$ cat src/rtl/tim_arb_pkg.sv
// tim_arb_pkg: FSM states, requester indices and default timeout for tim_apb_arb
package tim_arb_pkg;
  typedef enum logic [1:0] {IDLE, SETUP, ACCESS, DONE} state_t;
  localparam logic M0 = 1'b0;
  localparam logic M1 = 1'b1;
  localparam int TOUT_CYC_DEF = 16;
endpackage

$ cat src/rtl/tim_rr_arb.sv
// tim_rr_arb: 2-way round-robin grant; after reset m0 wins a tie
module tim_rr_arb
  import tim_arb_pkg::*;
(
  input  logic       clk,
  input  logic       rst,
  input  logic [1:0] req,
  input  logic       take,
  output logic       gnt,
  output logic       gnt_valid
);
  logic last;
  // on a tie the requester not granted last wins
  always_comb begin
    gnt_valid = |req;
    gnt = (&req) ? ~last : req[M1];
  end
  // remember who was granted when the grant is taken
  always_ff @(posedge clk or posedge rst)
    if (rst) last <= M1;
    else if (take && gnt_valid) last <= gnt;
endmodule

$ cat src/rtl/tim_apb_arb.sv
// tim_apb_arb: shares one APB timer completer between two requesters; define TIM_ARB_TOUT_EN for an ACCESS timeout
module tim_apb_arb
  import tim_arb_pkg::*;
#(
  parameter int TOUT_CYC = TOUT_CYC_DEF
) (
  input  logic        sys_clk,
  input  logic        sys_rst,
  input  logic        m0_req,
  input  logic        m0_write,
  input  logic [31:0] m0_addr,
  input  logic [31:0] m0_wdata,
  input  logic [3:0]  m0_strb,
  output logic        m0_done,
  output logic [31:0] m0_rdata,
  output logic        m0_err,
  input  logic        m1_req,
  input  logic        m1_write,
  input  logic [31:0] m1_addr,
  input  logic [31:0] m1_wdata,
  input  logic [3:0]  m1_strb,
  output logic        m1_done,
  output logic [31:0] m1_rdata,
  output logic        m1_err,
  output logic        tim_psel,
  output logic        tim_penable,
  output logic        tim_pwrite,
  output logic [31:0] tim_paddr,
  output logic [31:0] tim_pwdata,
  output logic [3:0]  tim_pstrb,
  input  logic [31:0] tim_prdata,
  input  logic        tim_pready,
  input  logic        tim_pslverr
);
  state_t      state;
  logic        gnt, gnt_valid, sel, tout;
  logic        w_write;
  logic [31:0] w_addr, w_wdata;
  logic [3:0]  w_strb;
  logic [1:0]  done_q;
  logic [31:0] rdata_q;
  logic        err_q;

  tim_rr_arb u_arb (
    .clk(sys_clk),
    .rst(sys_rst),
    .req({m1_req, m0_req}),
    .take(state == IDLE),
    .gnt(gnt),
    .gnt_valid(gnt_valid)
  );

  // fields of the current arbitration winner, strobes zeroed for reads
  always_comb begin
    w_write = gnt ? m1_write : m0_write;
    w_addr  = gnt ? m1_addr : m0_addr;
    w_wdata = gnt ? m1_wdata : m0_wdata;
    w_strb  = w_write ? (gnt ? m1_strb : m0_strb) : 4'h0;
  end

`ifdef TIM_ARB_TOUT_EN
  localparam int CW = $clog2(TOUT_CYC + 1);
  logic [CW-1:0] cnt;
  assign tout = (cnt == CW'(TOUT_CYC - 1));
  // count ACCESS cycles that ended without pready, restarting on every SETUP
  always_ff @(posedge sys_clk or posedge sys_rst)
    if (sys_rst) cnt <= '0;
    else if (state == SETUP) cnt <= '0;
    else if (state == ACCESS && !tim_pready) cnt <= cnt + 1'b1;
`else
  assign tout = (TOUT_CYC < 0);
`endif

  // transfer sequencer: latch winner in IDLE, drive APB phases, pulse done
  always_ff @(posedge sys_clk or posedge sys_rst)
    if (sys_rst) begin
      state       <= IDLE;
      sel         <= M0;
      tim_psel    <= 1'b0;
      tim_penable <= 1'b0;
      tim_pwrite  <= 1'b0;
      tim_paddr   <= '0;
      tim_pwdata  <= '0;
      tim_pstrb   <= '0;
      done_q      <= '0;
      rdata_q     <= '0;
      err_q       <= 1'b0;
    end else begin
      case (state)
        IDLE:
          if (gnt_valid) begin
            sel        <= gnt;
            tim_pwrite <= w_write;
            tim_paddr  <= w_addr;
            tim_pwdata <= w_wdata;
            tim_pstrb  <= w_strb;
            tim_psel   <= 1'b1;
            state      <= SETUP;
          end
        SETUP: begin
          tim_penable <= 1'b1;
          state       <= ACCESS;
        end
        ACCESS:
          if (tim_pready || tout) begin
            tim_psel     <= 1'b0;
            tim_penable  <= 1'b0;
            done_q[sel]  <= 1'b1;
            rdata_q      <= (tim_pready && !tim_pwrite) ? tim_prdata : '0;
            err_q        <= tim_pready ? tim_pslverr : 1'b1;
            state        <= DONE;
          end
        DONE: begin
          done_q  <= '0;
          rdata_q <= '0;
          err_q   <= 1'b0;
          state   <= IDLE;
        end
      endcase
    end

  assign m0_done  = done_q[M0];
  assign m0_rdata = done_q[M0] ? rdata_q : '0;
  assign m0_err   = done_q[M0] & err_q;
  assign m1_done  = done_q[M1];
  assign m1_rdata = done_q[M1] ? rdata_q : '0;
  assign m1_err   = done_q[M1] & err_q;
endmodule

$ cat config.mk
export PLATFORM = sky130hd
export DESIGN_NAME = tim_apb_arb
export DESIGN_NICKNAME = d
export VERILOG_FILES = /design/src/rtl/tim_arb_pkg.sv /design/src/rtl/tim_rr_arb.sv /design/src/rtl/tim_apb_arb.sv
export SDC_FILE = /design/constraint.sdc
export NUM_CORES = 1
export LEC_CHECK = 0
export ABC_CLOCK_PERIOD_IN_PS = 5100
export CORE_AREA = 2 2 122 124
export CTS_CLUSTER_SIZE = 30
export DETAILED_ROUTE_END_ITERATION = 16
export DIE_AREA = 0 0 124 126
export DONT_BUFFER_PORTS = 1
export HOLD_SLACK_MARGIN = 0.08
export PLACE_DENSITY_LB_ADDON = 0.05
export SLEW_MARGIN = 20
export SYNTH_ARGS = -nofsm -noshare
export SYNTH_HDL_FRONTEND = slang
export SYNTH_HIERARCHICAL = 1
export SYNTH_SLANG_ARGS = --single-unit
$ cat constraint.sdc
create_clock -name sys_clk -period 5.1 [get_ports sys_clk]
set_clock_uncertainty 0.1 [all_clocks]
set_input_delay 0.765 -clock sys_clk [delete_from_list [all_inputs] [get_ports sys_clk]]
set_output_delay 0.765 -clock sys_clk [all_outputs]
set_load 0.1 [all_outputs]
==> summary.md, run 1 <==
| Metric | Value |
|---|---|
| Status | finished, final reports clean |
| Largest family of logic cells by synthesized area | simple AND/OR/NAND/NOR gates |
| First DRT Iteration DRCs | 67 |
| Buffers & Inverters on Critical Path | 0 |
| Hold_buf cts | 0 |
| Post-DRT Antenna Nets | 0 |
| CTS sink count | 110 |
| Clk_lat worst skew | 350 ps |
| Normalized max-slew margin | 0.323 |
| Clock transition at the registers of the reported paths | 70 ps |
| Routed len/inst | 19.0 µm |
| CP Data Arrival Time | 2210 ps |
| Maximum root-to-sink buffer count | 2 |
| Final Cycle Share | 0.602 |
| Overflow left after global routing | 0 |
| Placer Congestion | 0.762 |
| Yosys top cell by area | dfrtp_1 |
| Largest cells by area after synthesis | dfrtp_1 51%, mux2i_1 13%, and2_1 7.9% |
| Nets | 659 |
| Vias | 3424 |
| Port Buffers | 0 |
| Number of flops mapped to enable cells by yosys | 0 |
| Synth top cells by count | 109 x dfrtp_1, 78 x nand2_1, 70 x o21ai_0, 68 x mux2i_1, 67 x and2_1 |
| DRC | 0 |
| Worst Hold Class | input pin to async pin |
| Crit end category | output pin |
| Number of global-route vias before repair | 3372 |
| Top-count cell post-synth | dfrtp_1 |
| Post-Syn Area | 5310 µm² |
| First-pass GRT wire length | 18900 µm |
| Post-synthesis adder-cell area fraction | 0.0142 |
| Slew @ Worst Pin | 995 ps |
| Post CTS Setup Buffer Count | 0 |
| Die Wd | 124 µm |
| Setup CP Type | flip-flop to output pin |
| Initial Utilization | 0.371 |
| Layout cells sized above 1 | 0.102 |
| Die Y | 126 µm |
| Largest net degree at the start of global routing | 135 |
| Setup TNS | 0 ps |
| Multiplexer share of the synthesized area | 0.139 |
| CP Launch Type | flip-flop |
| CTS tree | yes |
| Crit path launch | done_q[1] |
| Max-Cap Viols | 0 |
| Crit-path cells | and2_1 |
| Slowest library cell on the worst path | dfrtp_2 |
| Post-Syn Area per Cell | 10.7 µm² |
| CTS-repair resized insts | 0 |
| Tot GR Track Use | 0.161 |
| Simple-gate share of the synthesized area | 0.146 |
| Antenna Cells | 0 |
| IO Count | 315 |
| Die ar. | 15600 µm² |
| Synth-to-layout area growth | 7.31% |
| 1st-pass router iterations | 3 |
| Row count | 44 |
| Synth Instances | 497 |
| Mapped Nets | 679 |
| Distinct cells, synth | 30 |
| Final Hold Fails | 0 |
| Critical Path RT | 4240 ps |
| Vias/cell | 5.14 |
| Sequential area share after synthesis | 0.519 |
| Post-synthesis xor/xnor area fraction | 0 |
| Final Max Tran Viols | 0 |
| Min Tclk post-route | 3070 ps |
| Final Setup Violations | 0 |
| R2r startpoint | state[0] |
| Total CTS buffers | 9 |
| RSZ-0062 raised after global routing | no |
| Core area | 14300 µm² |
| Final WL | 12700 µm |
| FF+latch count, synth | 110 |
| DP HPWL | 9320 µm |
| Initial antenna violation count | 1 |
| CTS root buf | clkbuf_16 |
| Synth warn | 6 |
| # H-tree levels | 3 |
| Slowest stage delay, CP | 960 ps |
| Crit Path Max Fanout | 35 |
| Post-synth top area share | 0.514 |
| FMAX | 0.326 GHz |
| Dominant synthesized flop cell | dfrtp_1 |
| Synth async-reset ratio | 1.00 |
| Compound-Gate Fraction of Synth Area | 0.137 |
| Crit-path leading delay family | flip-flops |
[flip-flops by register name (all words and copies together) (netlist names)]
| signal | cells |
|---|---|
| rdata_q | 32 |
| tim_pwrite | 1 |
| tim_pstrb | 4 |
| sel | 1 |
| err_q | 1 |
| state | 2 |
| u_arb/last | 1 |
| tim_penable | 1 |
| done_q | 2 |
| tim_psel | 1 |
| tim_pwdata | 32 |
| tim_paddr | 32 |
[path summary, 6_finish.rpt]
path	end	slack, ps	cells after the start
worst max-delay path	m1_rdata[10]	2030	1
worst min-delay path	u_arb/last	200	1
worst max register to register	rdata_q[12]	2750	4
worst min register to register	rdata_q[17]	410	2
max in group asynchronous	tim_pstrb[2]	3500	2
min in group sys_clk	u_arb/last	390	1
[cell families after synthesis]
group / Yosys count
AOI/OAI and AO/OA: 113
adders and majority gates: 6
buffers and inverters: 41
DFF: 110
muxes: 72
and+or+nand+nor: 155
[through the flow]
stage	cell area [µm²]	util	instances	setup slack [ps]	hold slack, ps
after global placement	5370	0.375	649	2420	389
after detailed placement	5380	0.376	650	2340	403
after CTS	5680	0.397	666	1980	179
final	5690	0.398	666	2030	196
after floorplan	5310	-	497	1360	353
after global routing	5690	0.398	666	1870	192
[final cells by class]
class                      instances  area (µm²)
fill                            1452        8620
sequential                       110        2760
multi-input combinational        346        2340
clock buffer                      12         256
tap                              184         230
clock inverter                     4        45.0
timing repair buffer               4        37.5
inverter                           6        25.0
[layout by cell type (no fill, tap or decap), types with 2 or more instances in the layout]
cell	instances
a22o_2	18
clkbuf_8	2
and2_1	67
nor2_1	4
mux2i_1	68
a31oi_1	2
inv_1	5
a22o_1	13
a21oi_1	4
nor2b_1	2
nand2_1	77
o21ai_0	70
clkinv_2	3
dfrtp_1	107
clkbuf_16	9
dfrtp_2	2
mux2_2	3
buf_4	3
ha_1	6
[per-layer routing]
layer / vias to the layer above / share of wire / global-route usage
met5: - / 0.00087 / 0
met4: 2 / 0.014 / 0.0674
met3: 13 / 0.092 / 0.0498
met2: 174 / 0.52 / 0.285
met1: 1584 / 0.37 / 0.176
li1: 1651 / - / -
Power of run 1 is not shown: default switching activity piles up to over one toggle a cycle in this logic, so the estimate is an artifact.
==> run 2, diff against run 1 <==
--- a/config.mk
+++ b/config.mk
@@ -5,11 +5,12 @@
 export SDC_FILE = /design/constraint.sdc
 export NUM_CORES = 1
 export LEC_CHECK = 0
-export ABC_CLOCK_PERIOD_IN_PS = 5100
-export CORE_AREA = 2 2 122 124
+export ABC_AREA = 1
+export ABC_CLOCK_PERIOD_IN_PS = 2910
+export CORE_AREA = 2 2 121 123
 export CTS_CLUSTER_SIZE = 30
 export DETAILED_ROUTE_END_ITERATION = 16
-export DIE_AREA = 0 0 124 126
+export DIE_AREA = 0 0 123 125
 export DONT_BUFFER_PORTS = 1
 export HOLD_SLACK_MARGIN = 0.08
 export PLACE_DENSITY_LB_ADDON = 0.05
==> constraint.sdc (replaced) <==
create_clock -name sys_clk -period 2.91 [get_ports sys_clk]
set_clock_uncertainty 0.1 [all_clocks]
set_input_delay 0.4365 -clock sys_clk [delete_from_list [all_inputs] [get_ports sys_clk]]
set_output_delay 0.4365 -clock sys_clk [all_outputs]
set_load 0.1 [all_outputs]
==> summary.md, run 2 <==
| Metric | Value |
|---|---|
| Status | finished, final reports clean |
| First-pass GRT wire length | 24900 µm (+31%) |
| Setup TNS | 0 ps (unchanged) |
| Tot GR Track Use | 0.203 (+0.0415) |
| Synth async-reset ratio | 1.00 (unchanged) |
| Utilization after layout | 0.479 (+0.0810) |
| RSZ-0062 raised after global routing | no |
| CP Data Arrival Time | 1850 ps (-360 ps) |
| Final Max Tran Viols | 0 (unchanged) |
| Commonest non-fill, non-tap cell in the layout | nand2_1 |
| Clock transition at the registers of the reported paths | 70 ps (about the same) |
| FMAX | 0.418 GHz |
| Dominant synthesized flop cell | dfrtp_1 |
| Reg2reg setup slack | 930 ps (-1820 ps) |
| Synth warn | 6 (unchanged) |
| Distinct cells, synth | 21 (-30%) |
| R2R Path End | rdata_q[12] |
| Placed Area | 6530 µm² (+21%) |
| Synth Instances | 916 (+84%) |
| Post-route cell area | 6800 µm² (+19%) |
| # fillers | 1477 (+1.7%) |
| Final Setup Violations | 0 (unchanged) |
| Port Buffers | 0 (unchanged) |
| DP HPWL | 11500 µm (+23%) |
| CTS root buf | clkbuf_16 |
| CTS sink count | 110 (unchanged) |
| Nets | 1111 (+69%) |
| Total CTS buffers | 9 (unchanged) |
| Final std cells w/o fill | 1118 (+68%) |
| Placer Congestion | 0.797 (+4.6%) |
| Die Y | 125 µm (-0.79%) |
| 1st-pass router iterations | 5 (+2) |
| CP Launch Type | flip-flop |
| Top-count cell post-synth | nand2_1 |
| Min Tclk post-route | 2390 ps |
| Die Wd | 123 µm (-0.81%) |
| Routed len/inst | 14.2 µm (-26%) |
| Final Hold Fails | 0 (unchanged) |
| Hold_buf cts | 1 (+1) |
| Final WL | 15900 µm (+25%) |
| Overflow left after global routing | 0 (unchanged) |
| Layout cells sized above 1 | 0.0857 (-0.0160) |
| Row count | 44 (unchanged) |
| Largest registers | rdata_q: 32 flops, tim_paddr: 32 flops, tim_pwdata: 32 flops |
| CTS tree | yes |
| CTS-repair resized insts | 0 (unchanged) |
| Post-DRT Antenna Nets | 0 (unchanged) |
| Slew @ Worst Pin | 977 ps (-17.2 ps) |
| Setup CP Type | flip-flop to output pin |
| Most frequent cells in the layout | 398 x nand2_1, 142 x inv_1, 107 x dfrtp_1, 85 x nor2_1 |
| Largest cells by area after synthesis | dfrtp_1 44%, nand2_1 24%, inv_1 8.7% |
| Synth top cells by count | 398 x nand2_1, 143 x inv_1, 109 x dfrtp_1, 85 x nor2_1, 50 x o21ai_1 |
| Yosys top cell by area | dfrtp_1 |
| Core area | 14200 µm² (-0.77%) |
| Sequential area share after synthesis | 0.447 (-0.0722) |
| Post-Syn Area | 6160 µm² (+16%) |
| Post-synth top area share | 0.443 (-0.0715) |
| Clk_lat worst skew | 340 ps (about the same) |
| Die ar. | 15400 µm² (-1.6%) |
| Vias/cell | 4.80 (-6.6%) |
| Worst Hold Class | input pin to flip-flop |
| Normalized max-slew margin | 0.348 (+0.0257) |
| Maximum root-to-sink buffer count | 2 (unchanged) |
| First DRT Iteration DRCs | 258 (+290%) |
| FF+latch count, synth | 110 (unchanged) |
| Vias | 5366 (+57%) |
| Largest net degree at the start of global routing | 91 (-33%) |
| DRC | 0 (unchanged) |
| Reg2reg path depth | 7 (+3) |
| Hold endpoint | u_arb/last |
| Initial antenna violation count | 0 (-1) |
| Post-Syn Area per Cell | 6.73 µm² (-37%) |
| Synth-to-layout area growth | 10.4% |
| Crit end category | output pin |
| Placed Cells | 1101 (+69%) |
| Hold depth | 2 |
| IO Count | 315 (unchanged) |
| Final Cycle Share | 0.821 |
| Critical Path RT | 2370 ps (-1870 ps) |
| Antenna Cells | 0 (unchanged) |
| Max-Cap Viols | 0 (unchanged) |
| Number of flops mapped to enable cells by yosys | 0 (unchanged) |
| Post CTS Setup Buffer Count | 0 (unchanged) |
| Initial Utilization | 0.434 (+0.0632) |
| Number of global-route vias before repair | 5013 (+49%) |
| # H-tree levels | 3 (unchanged) |
| R2r startpoint | state[0] |
| HP Start | m1_req |
| Mapped Nets | 1098 (+62%) |
| Crit Path Max Fanout | 36 (+2.9%) |
run 2: cell types whose count changed in the layout (fill, tap and decap cells not counted), moves of 47 or more:
cell     before  now
nand2_1      77  398
buf_4         3   50
o21ai_1       0   50
o21ai_0      70    3
inv_1         5  142
mux2i_1      68    0
nor2_1        4   85
and2_1       67    0
run 2: through the flow:
step | setup slack, ps | hold WS, ps
after floorplan | 328 | 226
after global placement | 926 | 234
after detailed placement | 886 | 250
after CTS | 503 | 80.6
after global routing | 392 | 82.1
final | 520 | 96.1
run 2: how the worst max path moves through the flow:
stage                     slack (ps)           end  cells after the start  startpoint
final                            520  m0_rdata[24]                      2   done_q[0]
after floorplan                  330  m1_rdata[10]                      4   done_q[1]
after global placement           930  m0_rdata[29]                      2   done_q[0]
after global routing             390  m0_rdata[30]                      2   done_q[0]
after CTS                        500  m0_rdata[30]                      2   done_q[0]
after detailed placement         890  m0_rdata[30]                      2   done_q[0]
run 2: cell families after synthesis:
group | after synthesis | synth area share
buf+inv | 198 | 0.141
flops | 110 | 0.447
compound gates | 71 | 0.0642
fa+ha+maj | 6 | 0.0122
simple gates | 531 | 0.336
run 2: area by class of cell:
class	instances	area [µm²]	area share
Sequential cell	110	2760	0.405
Multi-Input combinational cell	608	2550	0.375
Inverter	146	552	0.0811
Timing Repair Buffer	54	445	0.0655
Tap cell	184	230	0.0339
Clock buffer	10	229	0.0337
Clock inverter	6	36.3	0.00534
run 2: routing by layer:
| layer | global-route usage | share of wire | up-vias |
|---|---|---|---|
| li1 | - | - | 2726 |
| met1 | 0.242 | 0.40 | 2431 |
| met2 | 0.352 | 0.50 | 191 |
| met3 | 0.0552 | 0.085 | 18 |
| met4 | 0.0622 | 0.016 | 0 |
| met5 | 0 | 0 | - |
run 2: worst max-delay path, stage by stage (launching register included):
cell and delay [ps]:
dfrtp_2 740, nand2_1 120, inv_1 620
Power of run 2 is left out for the same reason.
